===== config.mk =====
export PLATFORM = sky130hd
export DESIGN_NAME = pipe_ctrl
export DESIGN_NICKNAME = d
export VERILOG_FILES = /design/src/rtl/pipe_ctrl.sv
export SDC_FILE = /design/constraint.sdc
export NUM_CORES = 1
export LEC_CHECK = 0
export CAP_MARGIN = 15
export CORE_UTILIZATION = 40
export DETAILED_ROUTE_END_ITERATION = 12
export PLACE_DENSITY_LB_ADDON = 0.08
export SYNTH_ARGS = -nofsm -noshare
export SYNTH_HDL_FRONTEND = slang
export SYNTH_SLANG_ARGS = --single-unit

===== constraint.sdc =====
create_clock -name clk -period 2.7 [get_ports clk]
set_input_delay 0.54 -clock clk [delete_from_list [all_inputs] [get_ports clk]]
set_output_delay 0.54 -clock clk [all_outputs]
set_load 0.02 [all_outputs]

===== src/rtl/pipe_ctrl.sv =====
// pipe_ctrl: central stall/flush controller for the 5-stage pipeline.
// Resolves per-stage stall requests into the stall vector sampled by every
// pipeline register. Issues the exception flush and redirect PC, discards a
// fetch that returns after a flush, counts stall cycles and runs a watchdog
// that flags a stuck pipeline.
module pipe_ctrl #(
  parameter int STALL_W = 7,
  parameter int ADDR_W  = 32,
  parameter int TIMEOUT = 1024
) (
  input  logic               clk,
  input  logic               rst,
  input  logic               stallreq_if,
  input  logic               stallreq_id,
  input  logic               stallreq_ex,
  input  logic               stallreq_mem,
  input  logic               excp_valid,
  input  logic [ADDR_W-1:0]  excp_newpc,
  input  logic               ifetch_busy,
  output logic [STALL_W-1:0] stall,
  output logic               flush,
  output logic [ADDR_W-1:0]  new_pc,
  output logic               if_discard,
  output logic [31:0]        stall_cycles,
  output logic               stall_timeout
);

  // Stop masks: the requesting stage and everything upstream of it stop, so
  // the register just downstream of the requester receives a bubble.
  localparam logic [STALL_W-1:0] S_MEM = ~(STALL_W'(1));
  localparam logic [STALL_W-1:0] S_EX  = ~(STALL_W'(3));
  localparam logic [STALL_W-1:0] S_ID  = ~(STALL_W'(7));
  localparam logic [STALL_W-1:0] S_IF  = ~(STALL_W'(15));

  localparam int                RUN_W   = $clog2(TIMEOUT + 1);
  localparam logic [RUN_W-1:0]  RUN_MAX = RUN_W'(TIMEOUT);

  typedef enum logic {IDLE, DISCARD} state_t;

  state_t             state;
  logic [STALL_W-1:0] stall_req;
  logic               stall_active;
  logic [RUN_W-1:0]   run_cnt;

  // Saturating increment for the 32-bit stall statistics counter.
  function automatic logic [31:0] sat_inc32(input logic [31:0] v);
    return (&v) ? v : v + 32'd1;
  endfunction

  // Saturating increment for the watchdog run counter.
  function automatic logic [RUN_W-1:0] sat_inc_run(input logic [RUN_W-1:0] v);
    return (v == RUN_MAX) ? v : v + RUN_W'(1);
  endfunction

  // Priority resolve: the most downstream requester decides the mask.
  always_comb begin
    stall_req = '0;
    if (stallreq_mem)      stall_req = S_MEM;
    else if (stallreq_ex)  stall_req = S_EX;
    else if (stallreq_id)  stall_req = S_ID;
    else if (stallreq_if)  stall_req = S_IF;
  end

  // A flush clears the pipe, so it wins over any stall; reset silences all.
  assign flush        = rst & excp_valid;
  assign stall        = (rst && !excp_valid) ? stall_req : '0;
  assign new_pc       = flush ? excp_newpc : '0;
  assign stall_active = |stall;

  // Discard FSM: a flush while a fetch is outstanding marks that fetch's data
  // as stale until the bus goes idle; a further flush keeps the discard armed.
  always_ff @(posedge clk or negedge rst) begin
    if (!rst) begin
      state      <= IDLE;
      if_discard <= 1'b0;
    end else begin
      case (state)
        IDLE: begin
          if (excp_valid && ifetch_busy) begin
            state      <= DISCARD;
            if_discard <= 1'b1;
          end
        end
        DISCARD: begin
          if (!excp_valid && !ifetch_busy) begin
            state      <= IDLE;
            if_discard <= 1'b0;
          end
        end
        default: begin
          state      <= IDLE;
          if_discard <= 1'b0;
        end
      endcase
    end
  end

  // Stall statistics: every cycle with a non-zero stall vector, saturating.
  always_ff @(posedge clk or negedge rst) begin
    if (!rst) begin
      stall_cycles <= '0;
    end else if (stall_active) begin
      stall_cycles <= sat_inc32(stall_cycles);
    end
  end

  // Watchdog: run length of consecutive stall cycles; once the run has
  // reached TIMEOUT the sticky flag is raised on the following edge.
  always_ff @(posedge clk or negedge rst) begin
    if (!rst) begin
      run_cnt       <= '0;
      stall_timeout <= 1'b0;
    end else begin
      if (run_cnt == RUN_MAX) stall_timeout <= 1'b1;
      if (!stall_active || flush) run_cnt <= '0;
      else                        run_cnt <= sat_inc_run(run_cnt);
    end
  end

endmodule

# ---- Word level (Yosys, flattened, before mapping)
# Cells that the tools add are included.
dict set report word_totals {
  inputBits 40
  ff_bits 46
}
dict set report classes {
  n_bitwise 3
  mux 14
  n_addsub 2
  reduce_logical 11
  eq_ne 4
}
# operator count
set ops {}
lappend ops {{two-way mux 7 bit} 5}
lappend ops {{adder 32 x 1 -> 32 bit (second input constant)} 1}
lappend ops {{two-way mux 32 bit} 1}
lappend ops {{AND reduction 32 bit} 1}
lappend ops {{two-way mux 11 bit} 2}
lappend ops {{adder 11 x 1 -> 11 bit (second input constant)} 1}
lappend ops {{equality test 11 bit (second input constant)} 1}
lappend ops {{OR reduction 7 bit} 1}
lappend ops {{two-way mux 1 bit} 4}
lappend ops {{inequality test 2 x 1 -> 1 bit (second input constant)} 2}
lappend ops {{case mux 1 bit (2 select lines)} 2}
lappend ops {{AND reduction 2 bit} 2}
lappend ops {{logical AND 1 bit} 3}
lappend ops {{logical NOT 1 bit} 3}
lappend ops {{inequality test 2 bit (second input constant)} 1}
lappend ops {{NOT 1 bit} 2}
lappend ops {{bitwise AND 1 bit} 1}
lappend ops {{logical OR 1 bit} 1}

# ---- Depth between registers and ports, before layout
# Gate-level depths: netlist of run 1.
dict set report depth {
  depth_word 9
  ltp_mapped 8
}

# ---- Worst setup path before layout of run 1
# OpenSTA, ideal clock, no wires.
dict set report synth_path {
  path_type {input-to-reg}
  start {input port excp_valid}
  end {register stall_cycles[30]}
  n_path_buf 2
  arrival_ns 2.023
  cell_stages 8
  path_slack_ns 0.552
  path_cell_list {clkbuf_2 > nand2b_4 > or2_1 > buf_2 > inv_6 > nand2_1 > nor4b_2 > mux2_2}
}
dict set report synth_between {
  elab_chain_cells 5
}
# element line_no
set synth_lines {}
lappend synth_lines {{start: declaration} 17} ;# input logic excp_valid,
lappend synth_lines {{logical NOT 1 bit} 66} ;# assign stall = (rst && !excp_valid) ? stall_req : '0;
lappend synth_lines {{logical AND 1 bit} 66}
lappend synth_lines {{two-way mux 7 bit} 66}
lappend synth_lines {{via stall[4]} 20} ;# output logic [STALL_W-1:0] stall,
lappend synth_lines {{OR reduction 7 bit} 68} ;# assign stall_active = |stall;
lappend synth_lines {{AND reduction 2 bit (no source line)} -}
lappend synth_lines {{end signal: assignment} 103} ;# stall_cycles <= sat_inc32(stall_cycles);
lappend synth_lines {{end: declaration} 24} ;# output logic [31:0] stall_cycles,
# The timed path passes the listed nets, and every way through them passes these cells.
# A chain may end at the register's enable or synchronous reset.

# ---- Final worst setup path of run 1
dict set report layout_path {
  start {input port excp_valid}
  end {output port stall[4]}
}
dict set report layout_between {
  elab_chain_cells 3
}
# element line_no
set layout_lines {}
lappend layout_lines {{logical NOT 1 bit} 66}
lappend layout_lines {{logical AND 1 bit} 66}
lappend layout_lines {{two-way mux 7 bit} 66}
lappend layout_lines {{end: declaration} 20}
# Every way passes these cells.

==> metrics.cfg, run 1 <==
[clock_network]
tritoncts.num_buffers = 5
clk_pin_slew_ps = 80
clk_latency_ps = 300
cts_tree = yes
cts-root-buf = clkbuf_8
clk_path_buf_depth = 2
cts.sinks = 46
cts_max_level = 2

[synthesis]
synthSimpleGateAreaFrac_pct = 33.21
ys_seq_elements = 46
synth_cell_types = 53
yosys_warnings = 0
yosys-top-cells-count = 46 x dfrtp_1, 37 x and3_1, 31 x nor2_1
synth-xor-area-share_pct = 11.54
ys_dominant_reg_cell = dfrtp_1
synth_top_area_share_pct = 43.33
synth_top_family_by_area = simple AND/OR/NAND/NOR gates
synth_edf_count = 0
synth_mux_area_share_pct = 2.073
ys_seq_area_share_pct = 43.33
syn-num-nets = 321
syn_area_sq_um = 2656
synth_compound_area_share_pct = 3.910
synth_largest_area_cell = dfrtp_1
async_reset_ff_share_pct = 100.0
netlist_instances = 278
synth_area_leaders = dfrtp_1 43%, and3_1 8.7%, xor2_1 6.3%, xnor2_1 5.3%, nor2_1 4.4%
postSynthAreaPerCell_sq_um = 9.555
synth_adder_area_share_pct = 1.790
synth_most_common_cell = dfrtp_1

[floorplan]
ioPinCount = 114
die-area_sq_um = 6971
start_util_pct = 41.59
die_x_um = 83.49
row_count = 29
die_y_um = 83.49
fp.coreArea_sq_um = 6386

[worst_setup_path]
crit_required_ps = 2160
reg2reg_setup_slack_ps = 590
worstRegToRegCells = 6
worstPathCellList = clkdlybuf4s50_1 -> nand2b_4 -> or2_1 -> inv_6 -> clkdlybuf4s50_1
worst-setup-path-type = primary input to output pin
cp_num_cells = 5
crit_family = buffers and inverters
r2r-start = stall_cycles[0]
worst-path-buf-inv = 3
startpoint = excp_valid
cpMostUsedCell = clkdlybuf4s50_1
endpoint = stall[4]
max_stage_delay_ps = 600
critPathSlowestCell = clkdlybuf4s50_1
r2r_end = stall_cycles[5]
critPathCaptureType = output pin
start_kind = primary input
cp_max_fo = 4
arrival_ps = 2090

[sta]
whs_ps = 470.1
fmax_ghz = 0.3796
hold_viol = 0
maxSlewViolCount = 0
slew_headroom_pct = 61.82
layout_worst_path_cycle_share_pct = 97.56
skew_ps = 10.87
rsz0062_at_grt = false
fin_ws_ps = 65.90
period_minus_slack_ps = 2634
report.final.setup_viol = 0
setup_tns_ps = 0
tightest_slew_ps = 572.7

[place]
dp_hpwl_mm = 5.047
dpl_worst_slack_ps = 56.20
io_buffer_count = 112
globalplace.congestion = 0.7503

[detailed_routing]
wl_per_cell_um = 13.90
drtPass1Iterations = 4
ant_nets = 0
routed.top_layer = met4
m1WireLength_mm = 2.926
dr_wl_met3_um = 515
drcViolationCount = 0
vias = 2382
wirelength_mm = 6.503
route.met2.wl_mm = 2.940
drt_iter0_drc = 90
viasPerCell = 5.090

[power_and_ir_drop]
irDropWorstVdd_uv = 339.6
power.leakage_uw = 0.001753
powerDensity_nw_per_um2 = 424.4

[finish]
layout.nets = 433
ff_latch_area_sq_um = 1151
area.growth.synth_to_final_pct = 48.66
fillers = 552
antenna_cells = 0
layout-drive-gt1-share_pct = 9.207
multi_input_area_sq_um = 1399

[global_routing]
overflow = 0
grt_first_pass_wirelength_mm = 10.43
grtUsageTotal_pct = 18.54
grt_pass1_vias = 2221
grt_start_max_net_pins = 47
antenna_found_initial = 0

[job]
cap_violations = 0

[status]
outcome = finished, final reports clean

[worst_hold_path]
hold_path.class = register to register

cell usage in the layout (no fill, tap or decap), types with 3 or more instances in the layout:
cell type	Yosys	routed
a21oi_1	4	4
and3_1	37	37
buf_4	3	5
clkbuf_8	0	6
clkdlybuf4s50_1	0	111
dfrtp_1	46	46
ha_1	3	3
inv_1	9	9
mux2_2	3	3
nand2_1	22	22
nand3_1	10	10
nand4_1	12	12
nor2_1	31	31
nor3_1	7	7
nor4_1	6	6
o21ai_0	3	3
xnor2_1	16	16
xor2_1	19	19
metrics by stage:
step           area, sq um  cells  utilization [%]  power (uW)
2_1_floorplan         2656    278                -        1006
3_3_place_gp          3850    460            60.29        1249
3_5_place_dp          3850    460            60.29        1249
4_1_cts               3945    468            61.78        1688
5_1_grt               3949    468            61.83        1756
6_report              3949    468            61.83        1676
layout make-up:
cell class | instances | area share (%)
clock inverters | 2 | 0.3169
flip-flops and latches | 46 | 29.15
clock buffers | 6 | 2.091
inverters | 10 | 1.077
well taps | 77 | 2.440
repair buffers | 118 | 29.50
multi-input cells | 209 | 35.42
state kept, by name, summed over array words and instances, names as in the netlist:
register,count
if_discard,1
run_cnt,11
stall_cycles,32
stall_timeout,1
state,1
how the worst min path moves through the flow:
stage,from,endpoint,slack (ps),cells after the start
global placement,stall_timeout,stall_timeout,460,1
CTS,stall_timeout,stall_timeout,480,1
finish,stall_timeout,stall_timeout,470,1
floorplan,rst,if_discard,240,0
global route,stall_timeout,stall_timeout,510,1
detailed placement,stall_timeout,stall_timeout,460,1
worst reg2reg max path, delay by kind of cell (launching register included):
kind | cells | cell delay, ps
DFF | 1 | 440
adders and majority gates | 1 | 210
AOI/OAI and AO/OA | 1 | 360
and+or+nand+nor | 3 | 840
xor gates and xnor gates | 1 | 150
report_power, final:
group / internal (uW) / switching [uW]
clock network: 206 / 233
logic: 226 / 209
registers: 737 / 65.4
kinds of logic (layout without fill, tap and decap cells):
logic type      count (synthesis)  in the layout
other cells                     1              1
fa+ha+maj                       4              4
simple gates                  150            150
xor+xnor                       35             35
buf+inv                        23            136
mux                             5              5
flops                          46             46
compound gates                 14             14
timing repair:
item | CTS | global route
buffers inserted | 0 | 0
setup endpoints to repair | 0 | 28
gates resized for setup | 0 | 1
hold buffers | 0 | 0
routing by layer:
layer  up-vias  global-route usage (%)
li1       1185                       -
met2        74                   29.51
met4         0                   5.547
met5         -                       0
met3        12                   7.023
met1      1111                   23.48
(Power assumes the default switching activity.)
==> run 2: changes to the inputs <==
--- a/config.mk
+++ b/config.mk
@@ -6,7 +6,7 @@
 export NUM_CORES = 1
 export LEC_CHECK = 0
 export CAP_MARGIN = 15
-export CORE_UTILIZATION = 40
+export CORE_UTILIZATION = 39
 export DETAILED_ROUTE_END_ITERATION = 12
 export PLACE_DENSITY_LB_ADDON = 0.08
 export SYNTH_ARGS = -nofsm -noshare
==> constraint.sdc (replaced) <==
create_clock -name clk -period 2.2 [get_ports clk]
set_input_delay 0.44 -clock clk [delete_from_list [all_inputs] [get_ports clk]]
set_output_delay 0.44 -clock clk [all_outputs]
set_load 0.02 [all_outputs]
==> run 2 against run 1 <==
The flow now finishes with violations (DRC); critical path depth is the same; first-iteration DRC count shrank 11%; non-clock buffer count grew 15; clock skew shrank 4.0 ps; register-to-register slack lost 440 ps; critical endpoint is now stall[5].
==> metrics.cfg, run 2 (synthesis gave the netlist of run 1 again) <==
[sta]
layout_worst_path_cycle_share_pct = 96.94
skew_ps = 6.921
maxSlewViolCount = 0
rsz0062_at_grt = false
fin_ws_ps = 67.30
report.final.setup_viol = 0
period_minus_slack_ps = 2133
hold_viol = 0
fmax_ghz = 0.4689

[worst_setup_path]
worstPathCellList = clkdlybuf4s50_1 -> nand2b_4 -> or2_4 -> inv_6 -> dlygate4sd2_1
critPathSlowestCell = clkdlybuf4s50_1
critPathCaptureType = output pin
worst-path-buf-inv = 3
crit_family = buffers and inverters
start_kind = primary input
worst-setup-path-type = primary input to output pin
cp_max_fo = 4
arrival_ps = 1690
crit_required_ps = 1760
max_stage_delay_ps = 450
reg2reg_setup_slack_ps = 150

[finish]
antenna_cells = 0
final_cells = 483
final_common_cell = clkdlybuf4s50_1
top_regs = stall_cycles x32, run_cnt x11
final_cell_mix = 72 x clkdlybuf4s50_1, 46 x dfrtp_1, 38 x dlygate4sd2_1
layout.nets = 448
largest-register = stall_cycles
layout-drive-gt1-share_pct = 12.81
area.growth.synth_to_final_pct = 51.58
largest_reg_flops = 32

[detailed_routing]
viasPerCell = 5.012
drcViolationCount = 4
ant_nets = 0
wl_per_cell_um = 13.92
vias = 2421
wirelength_mm = 6.723
drt_iter0_drc = 80
drtPass1Iterations = 8

[global_routing]
grt_pass1_vias = 2400
grt_first_pass_wirelength_mm = 11.25
grtUsageTotal_pct = 19.57
antenna_found_initial = 0
grt_start_max_net_pins = 43
overflow = 0

[status]
outcome = finished, violations left
violations = DRC

[clock_network]
clk_path_buf_depth = 2
cts.sinks = 46
cts-root-buf = clkbuf_8
cts_setup_buffers = 0
postCtsHoldBufs = 0
cts_max_level = 2
clk_latency_ps = 300
tritoncts.num_buffers = 5
cts_tree = yes
clk_pin_slew_ps = 90

[place]
globalplace.congestion = 0.7588
dp_hpwl_mm = 5.202
dpl_worst_slack_ps = -253.6
dp_cells = 475
io_buffer_count = 112

[floorplan]
die_x_um = 84.53
fp.coreArea_sq_um = 6459
ioPinCount = 114
die-area_sq_um = 7145
row_count = 29
die_y_um = 84.53
start_util_pct = 41.13

[power_and_ir_drop]
irDropWorstVdd_uv = 464.7
powerDensity_nw_per_um2 = 510.0
power.leakage_uw = 0.001980

[job]
cap_violations = 0

[worst_hold_path]
hold_path.class = primary input to async pin

[run 2: what timing repair did]
| action | 4_1_cts | 5_1_grt |
|---|---|---|
| gates cloned | 0 | 0 |
| gates resized for setup | 39 | 4 |
| pin swaps | 0 | 2 |
| endpoints found under the setup margin | 39 | 13 |
| endpoints found under the hold margin | 0 | 0 |
[run 2: cell type report]
type / count / area, sq um
inverter: 10 / 42.54
sequential: 46 / 1151
clock buffer: 6 / 72.57
timing repair buffer: 133 / 1242
tap: 77 / 96.34
multi-input combinational: 209 / 1408
clock inverter: 2 / 13.76
fill: 604 / 2432
[run 2: report_power, final]
group          switching [uW]  total, uW  internal, uW
Sequential               65.3        970           905
Combinational             282        570           289
Clock                     289        513           225
Total                     635       2050          1420
[run 2: layer usage]
layer / vias to the layer above / routed length [um] / GRT usage [%]
met2: 72 / 3092 / 31.19
met4: 0 / 89 / 4.931
met5: - / 0 / 0
met3: 8 / 449 / 5.506
met1: 1123 / 3091 / 26.36
li1: 1218 / - / -
[run 2: worst register-to-register path, delay by kind of cell (launching register included)]
| kind | cells | cell delay [ps] |
|---|---|---|
| adders and majority gates | 1 | 200 |
| AOI/OAI and AO/OA | 1 | 360 |
| xor gates and xnor gates | 1 | 150 |
| and+or+nand+nor | 3 | 850 |
| DFF | 1 | 370 |
[run 2: path summary, 6_finish.rpt]
kind,startpoint,depth (start not counted),to
setup / recovery,excp_valid,5,stall[5]
hold / removal,rst,2,run_cnt[10]
setup reg to reg,stall_cycles[1],6,stall_cycles[5]
hold reg to reg,stall_timeout,1,stall_timeout
max in group asynchronous,rst,2,stall_cycles[4]
min in group clk,stall_timeout,1,stall_timeout
[run 2: stage by stage]
step | cell area [sq um] | hold slack (ps) | util, % | total power, uW | TNS, ps
floorplan | 2656 | 144.4 | - | 1234 | 0
global placement | 3975 | 455.1 | 61.55 | 1566 | -8192
detailed placement | 3975 | 463.9 | 61.55 | 1578 | -8537
CTS | 4013 | 166.7 | 62.13 | 2073 | 0
global route | 4026 | 173.2 | 62.34 | 2153 | 0
finish | 4026 | 149.0 | 62.34 | 2054 | 0
